==> src/rtl/commit_checker_sat_counter.sv <==
// Up-counter with synchronous reset, synchronous clear and enable; sticks at all-ones.
module sat_counter #(
  parameter int WIDTH = 8
) (
  input  logic             clk,
  input  logic             rst,
  input  logic             clr,
  input  logic             en,
  output logic [WIDTH-1:0] cnt
);

  // count register: clear wins over enable, increment stops at all-ones
  always_ff @(posedge clk) begin
    if (rst) begin
      cnt <= {WIDTH{1'b0}};
    end else if (clr) begin
      cnt <= {WIDTH{1'b0}};
    end else if (en && (cnt != {WIDTH{1'b1}})) begin
      cnt <= cnt + {{(WIDTH-1){1'b0}}, 1'b1};
    end else begin
      cnt <= cnt;
    end
  end

endmodule

==> config.mk <==
export PLATFORM = sky130hd
export DESIGN_NAME = sat_counter
export DESIGN_NICKNAME = d
export VERILOG_FILES = /design/src/rtl/commit_checker_sat_counter.sv
export SDC_FILE = /design/constraint.sdc
export NUM_CORES = 1
export LEC_CHECK = 0
export ABC_AREA = 1
export BUFFER_PORTS_ARGS = -buffer_cell sky130_fd_sc_hd__buf_2
export CORE_AREA = 2 2 39 41
export CTS_BUF_LIST = sky130_fd_sc_hd__clkbuf_8
export CTS_CLUSTER_SIZE = 25
export DETAILED_ROUTE_END_ITERATION = 12
export DIE_AREA = 0 0 41 43
export PLACE_DENSITY = 0.6
export SLEW_MARGIN = 20
export SYNTH_ARGS = -nofsm -noshare
export SYNTH_HDL_FRONTEND = slang
export SYNTH_SLANG_ARGS = --single-unit
==> constraint.sdc <==
create_clock -name clk -period 1.52 [get_ports clk]
set_clock_uncertainty 0.05 [all_clocks]
set_input_delay 0 -clock clk [delete_from_list [all_inputs] [get_ports clk]]
set_output_delay 0 -clock clk [all_outputs]
set_load 0.05 [all_outputs]
==> results of run 1 <==
==> worst min-delay path, cell delays in order <==
cell,delay [ns]
buf_2,0.07
nor2_1,0.11
nand2_1,0.10
nor2_1,0.03
==> metal layers <==
metal | GRT usage | share of wire | vias to the layer above
met3 | 0.07853 | 0.073 | 2
met1 | 0.1812 | 0.51 | 181
met5 | 0 | 0 | -
met4 | 0.06000 | 0.0094 | 0
li1 | - | - | 256
met2 | 0.1594 | 0.41 | 10
==> synthesized netlist by cell type <==
master     n  area, um2
nand3_4    1      17.52
nor2_4     1      11.26
a21oi_1    6      30.03
ha_1       1      12.51
inv_2      2      7.510
inv_1      7      26.28
nand2_1   18      67.56
clkbuf_1   1      3.750
nand2_2    1      6.260
dfxtp_1    8      160.2
nand3_1    9      45.04
o21ai_0    2      10.01
nand4_1    1      6.260
nor2_1    15      56.30
==> per-stage QoR <==
| stage | std cells | setup slack [ns] | instance area (um2) | hold WS [ns] |
|---|---|---|---|---|
| after global routing | 102 | 0.1530 | 575.6 | 0.09854 |
| after CTS | 102 | 0.2526 | 575.6 | 0.07463 |
| after floorplan | 73 | 0.06575 | 462.9 | 0.1635 |
| final | 102 | 0.2576 | 575.6 | 0.08053 |
| after detailed placement | 99 | 0.2670 | 534.3 | 0.3128 |
| after global placement | 99 | 0.2869 | 534.3 | 0.3101 |
==> area by class of cell <==
class | instances | area share
timing repair buffer | 11 | 0.09565
multi-input combinational | 55 | 0.4565
inverter | 9 | 0.05870
tap | 16 | 0.03478
clock buffer | 3 | 0.07174
sequential | 8 | 0.2826
==> layout by cell type, fill, tap and decap left out, types with 2 or more instances in the layout <==
master | Yosys | routed
inv_2 | 2 | 2
buf_2 | 0 | 11
inv_1 | 7 | 7
nand3_1 | 9 | 9
o21ai_0 | 2 | 2
a21oi_1 | 6 | 6
nor2_1 | 15 | 15
clkbuf_8 | 0 | 3
nand2_1 | 18 | 18
dfxtp_2 | 0 | 2
dfxtp_1 | 8 | 6
==> power by group through the flow <==
stage	Sequential, W	Clock (W)	Combinational (W)
final	0.000221	0.000255	0.0000497
after CTS	0.000221	0.000264	0.0000498
after detailed placement	0.000224	0	0.0000495
after global placement	0.000224	0	0.0000503
after global routing	0.000221	0.000278	0.0000550
after floorplan	0.000238	0	0.0000233
==> worst paths after layout <==
path                             from             endpoint  cells past startpoint
setup / recovery  cnt[0]$_SDFFE_PP0P_  cnt[7]$_SDFFE_PP0P_                      7
hold / removal                    rst  cnt[0]$_SDFFE_PP0P_                      4
setup reg to reg  cnt[0]$_SDFFE_PP0P_  cnt[7]$_SDFFE_PP0P_                      7
hold reg to reg   cnt[6]$_SDFFE_PP0P_  cnt[6]$_SDFFE_PP0P_                      2
==> cells by family (layout without fill, tap and decap cells) <==
| group | count (synthesis) | after routing | share of synthesized area |
|---|---|---|---|
| DFF | 8 | 8 | 0.3478 |
| AOI/OAI and AO/OA | 8 | 8 | 0.08696 |
| adders and majority gates | 1 | 1 | 0.02717 |
| buffers and inverters | 10 | 23 | 0.08153 |
| and+or+nand+nor | 46 | 46 | 0.4565 |
==> run_results.csv, run 1 <==
group,metric,value,unit
outcome,status,"finished, final reports clean",
timing,fin_tns_setup,0,ns
placement,dp_hpwl,713.3,um
pwr,power_leakage,0.2669,nW
setup_path,worstSetupPathType,"register to register",
timing,worstMarginPinSlew,0.5415,ns
clock_network,cts-root-buf,"clkbuf_8",
global_routing,grt_pass1_wl,1.476,mm
timing,rsz0062_at_grt,"no",
floorplanning,pin_count,12,
hold_path,hold_path.class,"input pin to register",
clock_network,clk_path_buf_depth,2,
setup_path,required,1.59,ns
setup_path,cp_slowest_stage_delay,0.33,ns
global_routing,grt_start_max_net_pins,13,
clock_network,cts_buffers,3,
clock_network,cts_resized,0,
detailed_routing,wl_per_cell,9.412,um
floorplanning,dieArea,0.001763,mm2
clock_network,h-tree-depth,1,
floorplanning,die_w,41,um
timing,setup_violations,0,
pwr,power.density,912.9,mW/mm2
cells_and_area,regMostFlops,"cnt",
logic_synthesis,synthesis.area,460.4,um2
floorplanning,core_area,0.001384,mm2
setup_path,crit_family,"simple AND/OR/NAND/NOR gates",
setup_path,slowest_stage,"dfxtp_2",
detailed_routing,drt_iter0_drc,7,
cells_and_area,nFillCells,158,
setup_path,path_cells,"ha_1 -> nand2_1 -> inv_2 -> nand3_4 -> nand2_1 -> nor2_1 -> nor2_1",
setup_path,crit_path_end_kind,"register",
global_routing,antenna_found_initial,0,
setup_path,critPathMaxFanout,10,
pwr,power_frac_seq,0.420,
clock_network,cts_sinks,8,
setup_path,ff2ff_setup_slack,0.26,ns
detailed_routing,avgViaCountPerCell,4.402,
detailed_routing,drtPass1Iterations,4,
run,drv_cap,0,
global_routing,grt_usage,0.1318,
placement,port_buffers,11,
setup_path,arrival,1.33,ns
cells_and_area,reg_top3,"cnt: 8 flops",
floorplanning,placementRows,14,
logic_synthesis,ys_seq_elements,8,
clock_network,clk_latency,0.23,ns
cells_and_area,num-nets-final,93,
timing,finalHoldViolCount,0,
timing,slew_violations,0,
timing,slew-limit-headroom,0.6377,
clock_network,ctsHoldBuffers,0,
cells_and_area,register_area,162.7,um2
logic_synthesis,ys_seq_area_frac,0.3478,
global_routing,gr-total-overflow,0,
pwr,power.share.switching,0.2351,
global_routing,grt_pass1_vias,336,
pwr,intPower,0.0004019,W
cells_and_area,area_growth,25.00,%
timing,fin_crit_sh,0.8306,
pwr,power.total,0.0005254,W
pwr,combPwrFrac,0.095,
clock_network,clkTransAtPathRegs,0.04,ns
placement,routabilityCongestion,0.7138,
detailed_routing,ant_nets,0,
setup_path,cp_num_buf_inv,1,
logic_synthesis,syn-num-nets,78,
pwr,net-switching-power,0.0001235,W
cells_and_area,largest_reg_flops,8,
timing,fmax,792.1,MHz
clock_network,post_cts_buffers,0,
cells_and_area,multiInputGateArea,262.8,um2
detailed_routing,routed_wl,960,um
cells_and_area,drive_gt1_frac,0.2442,
logic_synthesis,synth_cell_type_count,14,
detailed_routing,vias,449,
pwr,p_clk_frac,0.485,
cells_and_area,utilization,0.4159,
timing,finalCriticalPeriod,1.262,ns
cells_and_area,diodes,0,
pwr,vdd_drop_max,695.8,uV
logic_synthesis,syn_area_per_cell,6.307,um2
logic_synthesis,synth_cells,73,
floorplanning,fp.dieH,43,um
floorplanning,initial_core_util,0.3327,
logic_synthesis,yosys_warnings,0,
clock_network,cts_tree,"built",
detailed_routing,route.detailed.drc,0,
setup_path,critPathLaunchType,"register",
No activity file was read; power rests on OpenSTA's default activity.
==> inputs of run 2 (changes only) <==
--- a/config.mk
+++ b/config.mk
@@ -12,7 +12,7 @@
 export CTS_CLUSTER_SIZE = 25
 export DETAILED_ROUTE_END_ITERATION = 12
 export DIE_AREA = 0 0 41 43
-export PLACE_DENSITY = 0.6
+export PLACE_DENSITY = 0.62
 export SLEW_MARGIN = 20
 export SYNTH_ARGS = -nofsm -noshare
 export SYNTH_HDL_FRONTEND = slang
==> constraint.sdc (replaced) <==
create_clock -name clk -period 1.1 [get_ports clk]
set_clock_uncertainty 0.05 [all_clocks]
set_input_delay 0 -clock clk [delete_from_list [all_inputs] [get_ports clk]]
set_output_delay 0 -clock clk [all_outputs]
set_load 0.05 [all_outputs]
==> run 2 against run 1 <==
Net effect: register-to-register slack got worse by 0.29 ns; critical path depth decreased by 1; sequential share of layout area decreased by 4.9 points; largest cell class unchanged; power increased by 43%; wire length increased by 27%; the run now ends with setup timing left; count of clock-buffer cells in the layout unchanged; flip-flop and latch count unchanged; final cell count increased by 11%.
==> run_results.csv, run 2 (synthesized netlist as in run 1, its figures left out) <==
group,metric,value,unit
run,drv_cap,0,
placement,pre_cts_slack,-0.06616,ns
floorplanning,initial_core_util,0.3327,
global_routing,gr-total-overflow,0,
setup_path,required,1.17,ns
setup_path,slowest_stage,"dfxtp_4",
timing,slew_violations,0,
setup_path,arrival,1.21,ns
timing,timing.hold.ws,0.09482,ns
floorplanning,fp.dieH,43,um
cells_and_area,reg_top3,"cnt: 8 flops",
detailed_routing,routed_wl,1.217,mm
detailed_routing,wl_per_cell,10.77,um
setup_path,r2r-end,"cnt[0]$_SDFFE_PP0P_",
clock_network,cts_sinks,8,
detailed_routing,routed.top_layer,"met4",
setup_path,crit_family,"flip-flops",
global_routing,grt_start_max_net_pins,13,
clock_network,cts_buffers,3,
floorplanning,pin_count,12,
cells_and_area,largest_reg_flops,8,
timing,setup_violations,2,
detailed_routing,ant_nets,0,
timing,finalWorstSetupSlack,-0.03325,ns
setup_path,critPathLaunchType,"register",
clock_network,h-tree-depth,1,
timing,finalHoldViolCount,0,
timing,worstMarginPinSlew,0.2487,ns
setup_path,cp_slowest_stage_delay,0.36,ns
timing,fin_tns_setup,-0.03697,ns
timing,fmax,882.4,MHz
detailed_routing,vias,552,
cells_and_area,regMostFlops,"cnt",
global_routing,grt_usage,0.1736,
setup_path,regToRegStartpoint,"cnt[0]$_SDFFE_PP0P_",
cells_and_area,num-nets-final,104,
setup_path,critPathMaxFanout,5,
outcome,status,"complete, but fails checks",
clock_network,cts_tree,"built",
cells_and_area,area_growth,67.39,%
setup_path,crit_path_end_kind,"register",
cells_and_area,nFillCells,132,
pwr,power.density,972.8,mW/mm2
cells_and_area,register_area,180.2,um2
hold_path,hold_path.class,"input pin to register",
setup_path,cp_num_buf_inv,1,
cells_and_area,final_cell_mix,"nand2_1, nor2_1, buf_2",
detailed_routing,avgViaCountPerCell,4.885,
clock_network,clk_path_buf_depth,2,
pwr,vdd_drop_max,603.0,uV
timing,slew-limit-headroom,0.8353,
cells_and_area,finalNonFillerCells,113,
setup_path,ff2ff_setup_slack,-0.03,ns
placement,dp.cells,108,
detailed_routing,met3RoutedLength,57,um
timing,rsz0062_at_grt,"yes",
global_routing,antenna_found_initial,0,
clock_network,clkTransAtPathRegs,0.04,ns
timing,fin_crit_sh,1.030,
floorplanning,core_area,0.001384,mm2
floorplanning,dieArea,0.001763,mm2
global_routing,grt_pass1_vias,468,
detailed_routing,dr_wl_met2,585,um
pwr,power_leakage,0.3583,nW
clock_network,clk_latency,0.24,ns
hold_path,hp-start,"rst",
floorplanning,die_w,41,um
placement,port_buffers,11,
hold_path,holdPathEnd,"cnt[3]$_SDFFE_PP0P_",
outcome,violations,"setup timing",
setup_path,ff2ff_path_depth,6,
setup_path,worstSetupPathType,"register to register",
placement,dp_hpwl,855.9,um
detailed_routing,drtPass1Iterations,3,
floorplanning,placementRows,14,
cells_and_area,diodes,0,
detailed_routing,drt_iter0_drc,7,
placement,routabilityCongestion,0.7506,
detailed_routing,route.detailed.drc,0,
cells_and_area,drive_gt1_frac,0.5258,
cells_and_area,final_common_cell,"nand2_1",
timing,finalCriticalPeriod,1.133,ns
hold_path,holdPathStages,5,
global_routing,grt_pass1_wl,1.897,mm
detailed_routing,route.layer.met1.wl,522,um
clock_network,cts-root-buf,"clkbuf_8",
cells_and_area,multiInputGateArea,349.1,um2
setup_path,path_cells,"ha_4 -> nand2_4 -> inv_4 -> nand3_4 -> a21oi_2 -> nor2_2",
[run 2: changes by cell type in the layout (fill, tap and decap cells not counted), moves of 2 or more]
cell     change
a21oi_1      -5
a21oi_2      +5
buf_4        +8
buf_6        +3
dfxtp_1      -6
dfxtp_2      +2
dfxtp_4      +4
nand2_4      +2
nand3_1      -2
nand3_2      +2
nor2_1       -4
nor2_2       +3
[run 2: per-layer routing]
layer	up-vias	global-route usage
li1	283	-
met1	251	0.2059
met2	13	0.2250
met3	5	0.06283
met4	0	0.1667
met5	-	0
[run 2: how the worst max path moves through the flow]
| stage | startpoint | to | slack, ns | depth (start not counted) |
|---|---|---|---|---|
| floorplan | cnt[0]$_SDFFE_PP0P_ | cnt[4]$_SDFFE_PP0P_ | -0.14 | 6 |
| global placement | cnt[1]$_SDFFE_PP0P_ | cnt[7]$_SDFFE_PP0P_ | -0.06 | 7 |
| detailed placement | cnt[0]$_SDFFE_PP0P_ | cnt[7]$_SDFFE_PP0P_ | -0.07 | 7 |
| CTS | cnt[3]$_SDFFE_PP0P_ | cnt[6]$_SDFFE_PP0P_ | -0.007 | 6 |
| global route | cnt[0]$_SDFFE_PP0P_ | cnt[0]$_SDFFE_PP0P_ | -0.1 | 6 |
| finish | cnt[0]$_SDFFE_PP0P_ | cnt[0]$_SDFFE_PP0P_ | -0.03 | 6 |
[run 2: worst register-to-register path, delay by kind of cell, from the launching register on]
family / cells / cell delay [ns]
DFF: 1 / 0.36
and+or+nand+nor: 3 / 0.21
AOI/OAI and AO/OA: 1 / 0.17
adders and majority gates: 1 / 0.15
buffers and inverters: 1 / 0.09
[run 2: where the power goes]
group | internal, W | switching, W | leakage [nW] | total, W
clock | 0.000238 | 0.000126 | 0.0216 | 0.000364
sequential | 0.000290 | 0.00000606 | 0.0699 | 0.000296
combinational | 0.0000312 | 0.0000582 | 0.267 | 0.0000894
total | 0.000559 | 0.000190 | 0.358 | 0.000750
[run 2: area by class of cell]
class / count / share of cell area
flip-flops and latches: 8 / 0.2338
clock buffers: 3 / 0.05357
multi-input cells: 56 / 0.4529
repair buffers: 21 / 0.1867
inverters: 9 / 0.04708
well taps: 16 / 0.02597
[run 2: per-stage QoR]
stage | area (um2) | utilization | total power [W]
finish | 770.7 | 0.5570 | 0.0007498
global route | 770.7 | 0.5570 | 0.0007825
CTS | 718.2 | 0.5190 | 0.0007563
detailed placement | 649.4 | 0.4693 | 0.0003863
global placement | 649.4 | 0.4693 | 0.0003855
floorplan | 510.5 | - | 0.0003587
[run 2: repair_timing]
item | 4_1_cts | 5_1_grt
pin swaps | 5 | 10
gates cloned | 1 | 0
endpoints found under the setup margin | 7 | 8
resized for setup | 4 | 14
hold buffers | 0 | 0
setup buffers | 0 | 1
==> inputs of run 3 (changes only) <==
--- a/config.mk
+++ b/config.mk
@@ -7,12 +7,11 @@
 export LEC_CHECK = 0
 export ABC_AREA = 1
 export BUFFER_PORTS_ARGS = -buffer_cell sky130_fd_sc_hd__buf_2
-export CORE_AREA = 2 2 39 41
+export CORE_UTILIZATION = 25
 export CTS_BUF_LIST = sky130_fd_sc_hd__clkbuf_8
 export CTS_CLUSTER_SIZE = 25
 export DETAILED_ROUTE_END_ITERATION = 12
-export DIE_AREA = 0 0 41 43
-export PLACE_DENSITY = 0.62
+export PLACE_DENSITY = 0.49
 export SLEW_MARGIN = 20
 export SYNTH_ARGS = -nofsm -noshare
 export SYNTH_HDL_FRONTEND = slang
==> run 3 against run 2 <==
Net effect: the flow still finishes with violations (setup timing); hold slack improved by 0.0055 ns; count of clock-buffer cells in the layout did not move; sequential share of layout area rose by 0.60 points; final cell count rose by 8.0%; flip-flop and latch count did not move; critical endpoint is now cnt[6]$_SDFFE_PP0P_; die area rose by 14%.
==> run_results.csv, run 3 (synthesized netlist as in run 1, its figures left out) <==
group,metric,value,unit
setup_path,ff2ff_setup_slack,-0.04,ns
detailed_routing,route.layer.met1.wl,621,um
global_routing,gr-total-overflow,0,
pwr,net-switching-power,0.0002017,W
timing,slew_violations,0,
setup_path,critPathMaxFanout,4,
placement,pre_cts_slack,-0.09213,ns
placement,place_area,653.1,um2
detailed_routing,drt_iter0_drc,6,
detailed_routing,vias,546,
detailed_routing,avgViaCountPerCell,4.475,
pwr,power.share.switching,0.2642,
floorplanning,dieArea,0.002017,mm2
pwr,power_frac_seq,0.384,
detailed_routing,routed.top_layer,"met4",
detailed_routing,drtPass1Iterations,3,
detailed_routing,ant_nets,0,
outcome,violations,"setup timing",
detailed_routing,met3RoutedLength,44,um
floorplanning,initial_core_util,0.2667,
timing,fmax,879.7,MHz
floorplanning,fp.dieH,44.92,um
detailed_routing,route.detailed.drc,0,
timing,worstMarginPinSlew,0.2504,ns
pwr,intPower,0.0005618,W
cells_and_area,area_growth,65.49,%
clock_network,cts-root-buf,"clkbuf_8",
setup_path,arrival,1.21,ns
timing,finalCriticalPeriod,1.137,ns
floorplanning,pin_count,12,
timing,finalHoldViolCount,0,
outcome,status,"complete, but fails checks",
detailed_routing,dr_wl_met2,553,um
setup_path,critPathLaunchType,"register",
hold_path,hold_path.class,"input pin to register",
clock_network,cts_sinks,8,
floorplanning,placementRows,15,
clock_network,cts_tree,"built",
run,drv_cap,0,
timing,slew-limit-headroom,0.8331,
floorplanning,die_w,44.92,um
cells_and_area,largest_reg_flops,8,
cells_and_area,final_common_cell,"nand2_1",
timing,finalWorstSetupSlack,-0.03669,ns
global_routing,grt_pass1_wl,2.042,mm
detailed_routing,wl_per_cell,10.45,um
cells_and_area,num-nets-final,103,
clock_network,clk_path_buf_depth,2,
cells_and_area,diodes,0,
cells_and_area,finalInstanceArea,762.0,um2
clock_network,clkTransAtPathRegs,0.05,ns
placement,port_buffers,11,
timing,fin_crit_sh,1.033,
cells_and_area,regMostFlops,"cnt",
placement,dp_hpwl,838,um
setup_path,worstSetupPathType,"register to register",
global_routing,grt_start_max_net_pins,13,
clock_network,h-tree-depth,1,
global_routing,grt_usage,0.1451,
timing,fin_tns_setup,-0.06746,ns
pwr,power.density,1002,mW/mm2
setup_path,crit_path_end_kind,"register",
pwr,p_clk_frac,0.499,
cells_and_area,final_cell_mix,"nand2_1, nor2_1, buf_2",
clock_network,cts_buffers,3,
cells_and_area,reg_top3,"cnt: 8 flops",
pwr,power_leakage,0.3542,nW
global_routing,antenna_found_initial,0,
pwr,combPwrFrac,0.116,
floorplanning,core_area,0.001727,mm2
pwr,vdd_drop_max,626.3,uV
detailed_routing,routed_wl,1.275,mm
timing,setup_violations,5,
cells_and_area,drive_gt1_frac,0.5052,
setup_path,required,1.17,ns
global_routing,grt_pass1_vias,494,
placement,routabilityCongestion,0.7510,
timing,rsz0062_at_grt,"yes",
clock_network,clk_latency,0.23,ns
## run 3: cell count changes in the layout (fill, tap and decap cells not counted), sizes merged
cell  change
inv       +1
buf       -1
## run 3: layout make-up
cell class	instances	area (um2)
clock buffers	3	41.29
clock inverters	1	3.754
fillers	185	964.7
inverters	9	38.79
multi-input cells	56	341.6
flip-flops and latches	8	182.7
well taps	25	31.28
repair buffers	20	122.6
## run 3: what timing repair did
item | CTS | global route
endpoints found under the setup margin | 8 | 8
cloned | 1 | 0
buffers inserted | 1 | 0
gates resized for setup | 5 | 9
hold buffers | 0 | 0
pin swaps | 5 | 9
## run 3: final timing paths
path / to / cells after the start / startpoint
hold / removal: cnt[2]$_SDFFE_PP0P_ / 5 / rst
setup reg to reg: cnt[6]$_SDFFE_PP0P_ / 6 / cnt[4]$_SDFFE_PP0P_
setup / recovery: cnt[6]$_SDFFE_PP0P_ / 6 / cnt[4]$_SDFFE_PP0P_
hold reg to reg: cnt[6]$_SDFFE_PP0P_ / 2 / cnt[6]$_SDFFE_PP0P_
## run 3: worst max-delay path, stage by stage, from the launching register on
cell	delay, ns
dfxtp_4	0.35
nand2_4	0.07
nor2_4	0.19
buf_4	0.15
nand4_1	0.09
nand2_1	0.09
a21oi_2	0.03
## run 3: stage by stage
step | util | std cells | hold slack (ns) | power, W
4_1_cts | 0.4261 | 122 | 0.1075 | 0.0007754
6_report | 0.4413 | 122 | 0.1003 | 0.0007636
3_5_place_dp | 0.3783 | 116 | 0.3447 | 0.0003860
5_1_grt | 0.4413 | 122 | 0.1303 | 0.0008012
3_3_place_gp | 0.3783 | 116 | 0.3417 | 0.0003861
2_1_floorplan | - | 73 | 0.1612 | 0.0003587
## run 3: power by group through the flow
stage               registers, W  clock network [W]   logic, W
finish                  0.000293           0.000381  0.0000888
global route            0.000294           0.000409  0.0000976
CTS                     0.000296           0.000393  0.0000866
detailed placement      0.000302                  0  0.0000845
global placement        0.000301                  0  0.0000850
floorplan               0.000324                  0  0.0000350
## run 3: per-layer routing
metal  vias up  global-route usage
met2        12              0.2029
met4         0              0.1273
met3         9             0.04000
met5         -                   0
li1        282                   -
met1       243              0.1809
